File: src/rtl/vpu_issue_scheduler_if.sv
// Request-side bus between the command front-ends and the issue scheduler.
// Carries per-requester valid/type/payload and the one-hot accept back.
// Signal suffixes are from the scheduler's point of view (slave modport).
interface vpu_issue_scheduler_if #(
  parameter int NUM_REQ   = 4,
  parameter int NUM_TYPE  = 4,
  parameter int PAYLOAD_W = 32
);
  localparam int TW = $clog2(NUM_TYPE);

  logic [NUM_REQ-1:0]           req_valid_i;
  logic [NUM_REQ-1:0]           req_ready_o;
  logic [NUM_REQ*TW-1:0]        req_type_i;
  logic [NUM_REQ*PAYLOAD_W-1:0] req_payload_i;

  // Front-ends drive commands and observe the accept.
  modport master (
    output req_valid_i,
    output req_type_i,
    output req_payload_i,
    input  req_ready_o
  );

  // The scheduler observes commands and drives the accept.
  modport slave (
    input  req_valid_i,
    input  req_type_i,
    input  req_payload_i,
    output req_ready_o
  );
endinterface

File: src/rtl/vpu_issue_scheduler.sv
// Round-robin issue scheduler for the VPU datapath with global and per-type issue spacing.
// Latency: accept is combinational; the issue strobe and its fields appear one cycle after the accept.
// Backpressure: issue_stall_i or !sched_en_i withholds every accept; gap counters keep draining meanwhile.
module vpu_issue_scheduler #(
  parameter int NUM_REQ    = 4,
  parameter int NUM_TYPE   = 4,
  parameter int PAYLOAD_W  = 32,
  parameter int CNTR_WIDTH = 4,
  localparam int TW = $clog2(NUM_TYPE),
  localparam int SW = $clog2(NUM_REQ)
) (
  input  logic                           clk,
  input  logic                           rst,
  input  logic                           sched_en_i,
  input  logic                           issue_stall_i,
  vpu_issue_scheduler_if.slave           req,
  input  logic [CNTR_WIDTH-1:0]          cfg_gap_any_i,
  input  logic [NUM_TYPE*CNTR_WIDTH-1:0] cfg_gap_same_i,
  output logic                           issue_valid_o,
  output logic [TW-1:0]                  issue_type_o,
  output logic [SW-1:0]                  issue_src_o,
  output logic [PAYLOAD_W-1:0]           issue_payload_o,
  output logic                           busy_o
);

  logic [CNTR_WIDTH-1:0] cnt_any_q, cnt_any_d;
  logic [CNTR_WIDTH-1:0] cnt_type_q [NUM_TYPE];
  logic [CNTR_WIDTH-1:0] cnt_type_d [NUM_TYPE];
  logic [SW-1:0]         rr_q, rr_d;

  logic                  issue_valid_q;
  logic [TW-1:0]         issue_type_q;
  logic [SW-1:0]         issue_src_q;
  logic [PAYLOAD_W-1:0]  issue_payload_q;

  logic [NUM_REQ-1:0]    elig;
  logic [NUM_REQ-1:0]    grant;
  logic                  xfer;
  logic [SW-1:0]         gnt_idx;
  logic [TW-1:0]         gnt_type;
  logic [PAYLOAD_W-1:0]  gnt_payload;
  logic                  busy;

  // A requester is eligible only when both of its gap counters have drained and issue is allowed;
  // reset suppresses eligibility so no accept is signalled in a cycle whose grant would be dropped.
  always_comb begin
    elig = '0;
    for (int i = 0; i < NUM_REQ; i++) begin
      elig[i] = req.req_valid_i[i]
             && (cnt_any_q == '0)
             && (cnt_type_q[req.req_type_i[i*TW +: TW]] == '0)
             && sched_en_i
             && !issue_stall_i
             && !rst;
    end
  end

  // Pick the first eligible requester at or above the RR pointer, wrapping; blocked ones are skipped.
  always_comb begin
    logic [SW-1:0] idx;
    grant       = '0;
    xfer        = 1'b0;
    gnt_idx     = '0;
    gnt_type    = '0;
    gnt_payload = '0;
    idx         = '0;
    for (int k = 0; k < NUM_REQ; k++) begin
      idx = rr_q + SW'(k);
      if (!xfer && elig[idx]) begin
        xfer        = 1'b1;
        grant[idx]  = 1'b1;
        gnt_idx     = idx;
        gnt_type    = req.req_type_i[idx*TW +: TW];
        gnt_payload = req.req_payload_i[idx*PAYLOAD_W +: PAYLOAD_W];
      end
    end
  end

  assign req.req_ready_o = grant;

  // Gap counters drain toward zero and reload on an issue; a reload only ever hits a counter already at zero.
  always_comb begin
    cnt_any_d = (cnt_any_q != '0) ? cnt_any_q - CNTR_WIDTH'(1) : cnt_any_q;
    for (int t = 0; t < NUM_TYPE; t++) begin
      cnt_type_d[t] = (cnt_type_q[t] != '0) ? cnt_type_q[t] - CNTR_WIDTH'(1) : cnt_type_q[t];
    end
    rr_d = rr_q;
    if (xfer) begin
      cnt_any_d            = cfg_gap_any_i;
      cnt_type_d[gnt_type] = cfg_gap_same_i[gnt_type*CNTR_WIDTH +: CNTR_WIDTH];
      rr_d                 = gnt_idx + SW'(1);
    end
  end

  // State and issue registers; issue fields other than the strobe keep the last issued command.
  always_ff @(posedge clk) begin
    if (rst) begin
      cnt_any_q       <= '0;
      for (int t = 0; t < NUM_TYPE; t++) begin
        cnt_type_q[t] <= '0;
      end
      rr_q            <= '0;
      issue_valid_q   <= 1'b0;
      issue_type_q    <= '0;
      issue_src_q     <= '0;
      issue_payload_q <= '0;
    end else begin
      cnt_any_q       <= cnt_any_d;
      for (int t = 0; t < NUM_TYPE; t++) begin
        cnt_type_q[t] <= cnt_type_d[t];
      end
      rr_q            <= rr_d;
      issue_valid_q   <= xfer;
      if (xfer) begin
        issue_type_q    <= gnt_type;
        issue_src_q     <= gnt_idx;
        issue_payload_q <= gnt_payload;
      end
    end
  end

  // Busy reflects only registered counter state.
  always_comb begin
    busy = (cnt_any_q != '0);
    for (int t = 0; t < NUM_TYPE; t++) begin
      busy = busy || (cnt_type_q[t] != '0);
    end
  end

  assign issue_valid_o   = issue_valid_q;
  assign issue_type_o    = issue_type_q;
  assign issue_src_o     = issue_src_q;
  assign issue_payload_o = issue_payload_q;
  assign busy_o          = busy;

endmodule

File: src/flat_wrapper.sv
// flat-port wrapper written by rule: the top's interface ports become plain ports
module vpu_issue_scheduler_flat 
#(
  parameter int NUM_REQ    = 4,
  parameter int NUM_TYPE   = 4,
  parameter int PAYLOAD_W  = 32,
  parameter int CNTR_WIDTH = 4,
  localparam int TW = $clog2(NUM_TYPE),
  localparam int SW = $clog2(NUM_REQ)
)
  (clk, rst, sched_en_i, issue_stall_i, cfg_gap_any_i, cfg_gap_same_i, issue_valid_o, issue_type_o, issue_src_o, issue_payload_o, busy_o, req_req_valid_i, req_req_type_i, req_req_payload_i, req_req_ready_o);
  vpu_issue_scheduler_if #(.NUM_REQ(NUM_REQ), .NUM_TYPE(NUM_TYPE), .PAYLOAD_W(PAYLOAD_W)) req_i ();
  input  logic clk;
  input  logic rst;
  input  logic sched_en_i;
  input  logic issue_stall_i;
  input  logic [CNTR_WIDTH-1:0] cfg_gap_any_i;
  input  logic [NUM_TYPE*CNTR_WIDTH-1:0] cfg_gap_same_i;
  output logic issue_valid_o;
  output logic [TW-1:0] issue_type_o;
  output logic [SW-1:0] issue_src_o;
  output logic [PAYLOAD_W-1:0] issue_payload_o;
  output logic busy_o;
  input wire logic [$bits(req_i.req_valid_i)-1:0] req_req_valid_i;
  input wire logic [$bits(req_i.req_type_i)-1:0] req_req_type_i;
  input wire logic [$bits(req_i.req_payload_i)-1:0] req_req_payload_i;
  output wire logic [$bits(req_i.req_ready_o)-1:0] req_req_ready_o;
  assign req_i.req_valid_i = req_req_valid_i;
  assign req_i.req_type_i = req_req_type_i;
  assign req_i.req_payload_i = req_req_payload_i;
  assign req_req_ready_o = req_i.req_ready_o;
  vpu_issue_scheduler #(.NUM_REQ(NUM_REQ), .NUM_TYPE(NUM_TYPE), .PAYLOAD_W(PAYLOAD_W), .CNTR_WIDTH(CNTR_WIDTH)) u_core (.clk(clk), .rst(rst), .sched_en_i(sched_en_i), .issue_stall_i(issue_stall_i), .req(req_i), .cfg_gap_any_i(cfg_gap_any_i), .cfg_gap_same_i(cfg_gap_same_i), .issue_valid_o(issue_valid_o), .issue_type_o(issue_type_o), .issue_src_o(issue_src_o), .issue_payload_o(issue_payload_o), .busy_o(busy_o));
endmodule
File: config.mk
export PLATFORM = sky130hd
export DESIGN_NAME = vpu_issue_scheduler_flat
export DESIGN_NICKNAME = d
export VERILOG_FILES = /design/src/rtl/vpu_issue_scheduler_if.sv /design/src/rtl/vpu_issue_scheduler.sv /design/src/flat_wrapper.sv
export SDC_FILE = /design/constraint.sdc
export NUM_CORES = 1
export LEC_CHECK = 0
export CORE_UTILIZATION = 30
export CTS_BUF_LIST = sky130_fd_sc_hd__clkbuf_4 sky130_fd_sc_hd__clkbuf_8
export CTS_CLUSTER_DIAMETER = 120
export CTS_CLUSTER_SIZE = 25
export DETAILED_ROUTE_END_ITERATION = 6
export GPL_ROUTABILITY_DRIVEN = 0
export GPL_TIMING_DRIVEN = 0
export HOLD_SLACK_MARGIN = 0.08
export PLACE_DENSITY_LB_ADDON = 0.1
export SYNTH_ARGS = -nofsm -noshare
export SYNTH_HDL_FRONTEND = slang
export SYNTH_SLANG_ARGS = --single-unit
File: constraint.sdc
create_clock -name clk -period 5.6 [get_ports clk]
set_input_delay 1.12 -clock clk [delete_from_list [all_inputs] [get_ports clk]]
set_output_delay 1.12 -clock clk [all_outputs]
set_load 0.1 [all_outputs]
### Word level (Yosys, flattened, before mapping)

Memory sizes are Yosys's and may differ from the RTL's.
Cells that the tools add are included.

| word-level totals | value |
|---|---|
| bits in registers | 43 |
| RAM bits | 16 |
| input bits | 164 |
| output and inout bits | 42 |
| memories | 1 |

Memories:

| memory | words | width | read ports | clocked after Yosys merged registers in | write ports | RTL line | source |
|---|---|---|---|---|---|---|---|
| u_core.cnt_type_q | 4 | 4 | 8 | 0 | 4 | vpu_issue_scheduler.sv:27 | `logic [CNTR_WIDTH-1:0] cnt_type_q [NUM_TYPE];` |

| operators by class | value |
|---|---|
| $add $sub $neg | 9 |
| order comparisons | 10 |
| shift-type cells | 9 |
| muxes and demuxes | 53 |
| bitwise logic cells | 8 |
| reduce and logical (&&, ||, !) cells | 48 |

Operators by type and width:

| cell | count |
|---|---|
| variable part select 128 x 8 -> 32 bit | 4 |
| two-way mux 32 bit | 4 |
| two-way mux 4 bit | 15 |
| variable part select 8 x 4 -> 2 bit | 4 |
| logical AND 1 bit | 28 |
| logical NOT 4 bit | 5 |
| nonzero test 4 bit | 5 |
| subtractor 4 x 1 -> 4 bit, second input constant | 5 |
| bitwise mux 16 bit | 1 |
| two-way mux 16 bit | 1 |
| two-way mux 2 bit | 8 |
| variable part select 16 x 5 -> 4 bit | 1 |
| two-way mux 1 bit | 15 |
| less-than comparator 2 x 3 -> 1 bit, second input constant | 4 |
| OR 4 bit | 3 |
| binary-select mux 1 bit (select 2 bit) | 4 |
| demux 1 bit (select 2 bit) | 4 |
| demux 4 bit (select 2 bit) | 1 |
| greater-or-equal comparator 2 x 1 -> 1 bit, second input constant | 4 |
| logical NOT 1 bit | 5 |
| adder 2 x 1 -> 2 bit, second input constant | 2 |
| adder 2 bit, second input constant | 2 |
| logical OR 1 bit | 4 |
| OR 1 bit | 4 |
| other kinds (4) | 4 |

### Longest topological paths before layout

| depth | value |
|---|---|
| depth in word-level cells | 26 |
| gate-level depth with buffers | 14 |
| depth with buffers taken out | 11 |

### Worst setup path before layout

OpenSTA, ideal clock, no wires.

| timing path | value |
|---|---|
| path type | input -> output |
| start point | input req_req_type_i[0] |
| end point | output req_req_ready_o[0] |
| data arrival time | 3998 ps |
| required time | 4480 ps |
| setup slack | 482 ps |
| cell stages on the path | 11 |
| buffers on the path | 3 |
| path through | clkbuf_1 nor2b_1 a222oi_1 and3_1 a211o_4 and2_1 buf_2 or3_1 buf_2 nor2_1 a221o_1 |

| between the ends | value |
|---|---|
| longest elaborated chain between the ends | 18 |
| elaborated cells between the ends (all ways) | 30 |
| those cells by class | 15 x mux; 3 x bitwise; 11 x reduce/logical; 1 x memory |

RTL lines:

| element | RTL line | source |
|---|---|---|
| start, declared | flat_wrapper.sv:25 | `input wire logic [$bits(req_i.req_type_i)-1:0] req_req_type_i;` |
| memory (4 x 4 bit) (*) | -- |  |
| logical NOT 4 bit (*) | vpu_issue_scheduler.sv:51 | `&& (cnt_type_q[req.req_type_i[i*TW +: TW]] == '0)` |
| logical AND 1 bit (*) | vpu_issue_scheduler.sv:51 |  |
| logical AND 1 bit (*) | vpu_issue_scheduler.sv:52 | `&& sched_en_i` |
| logical AND 1 bit (*) | vpu_issue_scheduler.sv:53 | `&& !issue_stall_i` |
| logical AND 1 bit (*) | vpu_issue_scheduler.sv:54 | `&& !rst;` |
| binary-select mux 1 bit (select 2 bit) | vpu_issue_scheduler.sv:69 | `if (!xfer && elig[idx]) begin` |
| two-way mux 1 bit (implied by the code) | vpu_issue_scheduler.sv:69 |  |
| (+2 left out) | -- |  |
| logical AND 1 bit | vpu_issue_scheduler.sv:69 |  |
| two-way mux 1 bit | vpu_issue_scheduler.sv:69 |  |
| logical NOT 1 bit | vpu_issue_scheduler.sv:69 |  |
| logical AND 1 bit | vpu_issue_scheduler.sv:69 |  |
| two-way mux 1 bit | vpu_issue_scheduler.sv:69 |  |
| logical NOT 1 bit | vpu_issue_scheduler.sv:69 |  |
| logical AND 1 bit | vpu_issue_scheduler.sv:69 |  |
| two-way mux 4 bit (*) | vpu_issue_scheduler.sv:69 |  |
| end, declared | flat_wrapper.sv:27 | `output wire logic [$bits(req_i.req_ready_o)-1:0] req_req_ready_o;` |

Every way passes the cells marked *; elsewhere a longest branch is shown, timed or not. The select of a mux whose other input is x is not followed.

### Final worst setup path

| timing path | value |
|---|---|
| start point | input req_req_type_i[5] |
| end point | output req_req_ready_o[1] |

The elaborated chain is that of the path after synthesis.

==> results.sh <==
export IMPL_status="complete, no violations"
export IMPL_clockBufferDepth=2
export IMPL_hold_violations=0
export IMPL_insertion_delay_ps=380
export IMPL_grt_usage_pct=22.92
export IMPL_path_class="input pin to output port"
export IMPL_fin_crit_sh_pct=97.78
export IMPL_cts_sinks=59
export IMPL_internal_power_mw=2.676
export IMPL_worstReg2RegStart="u_core.rr_q[0]"
export IMPL_irDropWorstVdd_mv=0.2676
export IMPL_core_sq_mm=0.02540
export IMPL_dp_hpwl_um=23030
export IMPL_clk_pin_slew_worst_paths_ps=90
export IMPL_drv_slew=0
export IMPL_area_growth_syn_to_layout_pct=34.31
export IMPL_start_util_pct=30.81
export IMPL_tritoncts="yes"
export IMPL_wl_um=30510
export IMPL_die_area_sq_mm=0.02673
export IMPL_wire_per_inst_um=23.41
export IMPL_hold_class="register to register"
export IMPL_synth_edf_count=0
export IMPL_path_cells="clkdlybuf4s50_1, nor2b_1, a222oi_1, buf_4, and2_1, a211o_4, and2_1, buf_2, or3_1, clkbuf_4, nor2_2, a221o_1, buf_6"
export IMPL_worstHoldStart="u_core.issue_type_o[1]"
export IMPL_die_y_um=163.5
export IMPL_cts_root_buf="clkbuf_8"
export IMPL_grt_max_degree=14
export IMPL_yosys_area_top_type="mux4_2"
export IMPL_drcViolationCount=0
export IMPL_path_max_fanout=10
export IMPL_drive_gt1_share_pct=24.05
export IMPL_nets=1142
export IMPL_cp_top_family="buffers and inverters"
export IMPL_grt_pass1_vias=7788
export IMPL_final_common_cell="clkdlybuf4s50_1"
export IMPL_drtAntennaViolNets=0
export IMPL_yosysUniqueCellTypes=78
export IMPL_first_iter_violations=817
export IMPL_r2r_setup_slack_ps=740
export IMPL_fp_dieW_um=163.5
export IMPL_setup_viol=0
export IMPL_worstSetupStartpoint="req_req_type_i[5]"
export IMPL_synth_top_cell_area_share_pct=37.70
export IMPL_cts_hold_fix_buffers=0
export IMPL_synthArstFlopShare_pct=0
export IMPL_synth_ff_latch_count=59
export IMPL_ios=206
export IMPL_n_fill_cell=2506
export IMPL_holdWs_ps=482.4
export IMPL_arrival_ps=4360
export IMPL_period_minus_slack_ps=5475
export IMPL_antenna_found_initial=0
export IMPL_synth_nets=927
export IMPL_slew_headroom_pct=20.58
export IMPL_yosysWarnings=0
export IMPL_yosys_top_cells_area="mux4_2, dfxtp_1, mux2i_1"
export IMPL_via_count=8015
export IMPL_fin_worst_skew_ps=11.20
export IMPL_design_area_sq_mm=0.01051
export IMPL_sw_frac_of_total_pct=54.43
export IMPL_p_comb_share_pct=80.2
export IMPL_rsz0062_at_grt="no"
export IMPL_seq_area_frac_synth_pct=15.09
export IMPL_vias_per_cell=6.151
export IMPL_cp_required_ps=4480
export IMPL_cp_slowest_cell="clkdlybuf4s50_1"
export IMPL_crit_top_cell="and2_1"
export IMPL_clkPwrFrac_pct=6.8
export IMPL_synthCells=753
export IMPL_cp_num_buf_inv=5
export IMPL_worstMarginPinSlew_ps=1180
export IMPL_n_antenna_cell=0
export IMPL_firstDrtPassIters=5
export IMPL_cts_buffers=9
export IMPL_power_switching_mw=3.197
export IMPL_io_buffers=201
export IMPL_dpl_cell_area_sq_mm=0.01025
export IMPL_cp_start_kind="input pin"
export IMPL_layout_cells_most_common_list="clkdlybuf4s50_1, mux4_2, nor2_1, dfxtp_1, mux2i_1"
export IMPL_ys_flop_type="dfxtp_1"
export IMPL_rows=58
export IMPL_p_leak_nw=3.367
export IMPL_htreeDepth=3
export IMPL_syn_area_per_cell_sq_um=10.39
export IMPL_powerDensity_mw_per_mm2=558.8
export IMPL_grt_pass1_wl_um=46040
export IMPL_seq_power_share_pct=13.0
export IMPL_fmax_mhz=182.6
export IMPL_syn_area_sq_mm=0.007825
export IMPL_setup_tns_ps=0
export IMPL_drv_cap=0
export IMPL_crit_path_end_kind="output port"
export IMPL_cp_slowest_stage_delay_ps=610
export IMPL_grt_overflow=0
-- tightest hold or removal path: cells and delay by family (launching register included) --
family / cells / cell delay (ps)
AO/OA/AOI/OAI: 1 / 50
flip-flops: 1 / 330
AND/OR/NAND/NOR: 1 / 60
-- registers in the layout, indices dropped and copies added (netlist names) --
signal                  flops
u_core.cnt_any_q            4
u_core.issue_src_o          2
u_core.rr_q                 2
u_core.issue_type_o         2
u_core.issue_valid_o        1
u_core.issue_payload_o     32
u_core.cnt_type_q          16
-- cells in the mapped netlist (3+ instances only) --
cell type,number
a211o_1,3
a21oi_1,38
a21oi_2,3
a221o_1,12
a221oi_1,16
a222oi_1,3
a22o_1,4
a22oi_1,6
a31oi_1,5
and2_1,5
and3_1,6
and4_1,3
buf_1,7
buf_2,25
buf_4,4
clkbuf_1,34
dfxtp_1,59
ha_1,10
inv_1,14
mux2_2,16
mux2i_1,38
mux4_2,131
nand2_1,28
nand2b_1,5
nand3_1,14
nand4b_1,7
nor2_1,69
nor2b_1,8
nor3_1,29
nor3b_1,8
nor4_1,12
o21a_1,11
o21ai_0,18
o22a_1,15
o22ai_1,5
o31ai_1,8
or2_0,3
or2_1,3
or2_2,6
or3_1,8
or4_1,6
xnor2_1,4
-- stage by stage --
step,util (%),power (mW),setup WS (ps),std cells
3_5_place_dp,40.35,5.433,-1141,1284
2_1_floorplan,-,4.289,481.8,753
5_1_grt,41.38,6.250,7.848,1303
3_3_place_gp,40.35,5.440,-1105,1284
4_1_cts,41.16,5.870,26.67,1301
6_report,41.38,5.873,124.5,1303
-- power groups by stage --
| stage | Clock [mW] | Sequential [mW] | Combinational [mW] |
|---|---|---|---|
| floorplan | 0 | 1.57 | 2.72 |
| global placement | 0 | 0.778 | 4.66 |
| detailed placement | 0 | 0.765 | 4.67 |
| CTS | 0.414 | 0.761 | 4.70 |
| global route | 0.428 | 0.786 | 5.04 |
| finish | 0.399 | 0.762 | 4.71 |
-- layer usage --
layer | wire length (um) | up-vias | share of wire, % | global-route usage, %
li1 | - | 3537 | - | -
met2 | 13970 | 424 | 46 | 35.63
met1 | 13500 | 4013 | 44 | 32.52
met3 | 2533 | 41 | 8.3 | 4.114
met5 | 0 | - | 0 | 0
met4 | 511 | 0 | 1.7 | 6.187
-- final cells by class --
cell class | count | area (sq um) | area share (%)
buffer | 72 | 336.6 | 3.202
clock buffer | 9 | 123.9 | 1.179
clock inverter | 7 | 58.81 | 0.5595
inverter | 16 | 60.06 | 0.5714
multi-input combinational | 605 | 6285 | 59.80
sequential | 59 | 1181 | 11.24
tap | 330 | 412.9 | 3.929
timing repair buffer | 205 | 2052 | 19.52
-- timing repair --
item / CTS / global route
pin swaps: 1 / 3
resized for setup: 31 / 12
setup endpoints to repair: 4 / 4
setup buffers: 1 / 3
endpoints found under the hold margin: 0 / 0
gates cloned: 0 / 0
-- path summary, 6_finish.rpt --
kind / to / cells after the start
setup / recovery: req_req_ready_o[1] / 13
hold / removal: u_core.issue_type_o[1] / 2
setup reg to reg: u_core.issue_payload_o[12] / 12
hold reg to reg: u_core.issue_type_o[1] / 2
-- kinds of logic after synthesis --
kind of cell	after synthesis	share of synthesized area, %
compound gates	174	17.19
buf+inv	89	5.069
simple gates	230	15.43
flops	59	15.09
mux	186	45.06
xor+xnor	5	0.5596
fa+ha+maj	10	1.599
Power figures use the tool's default switching activity.
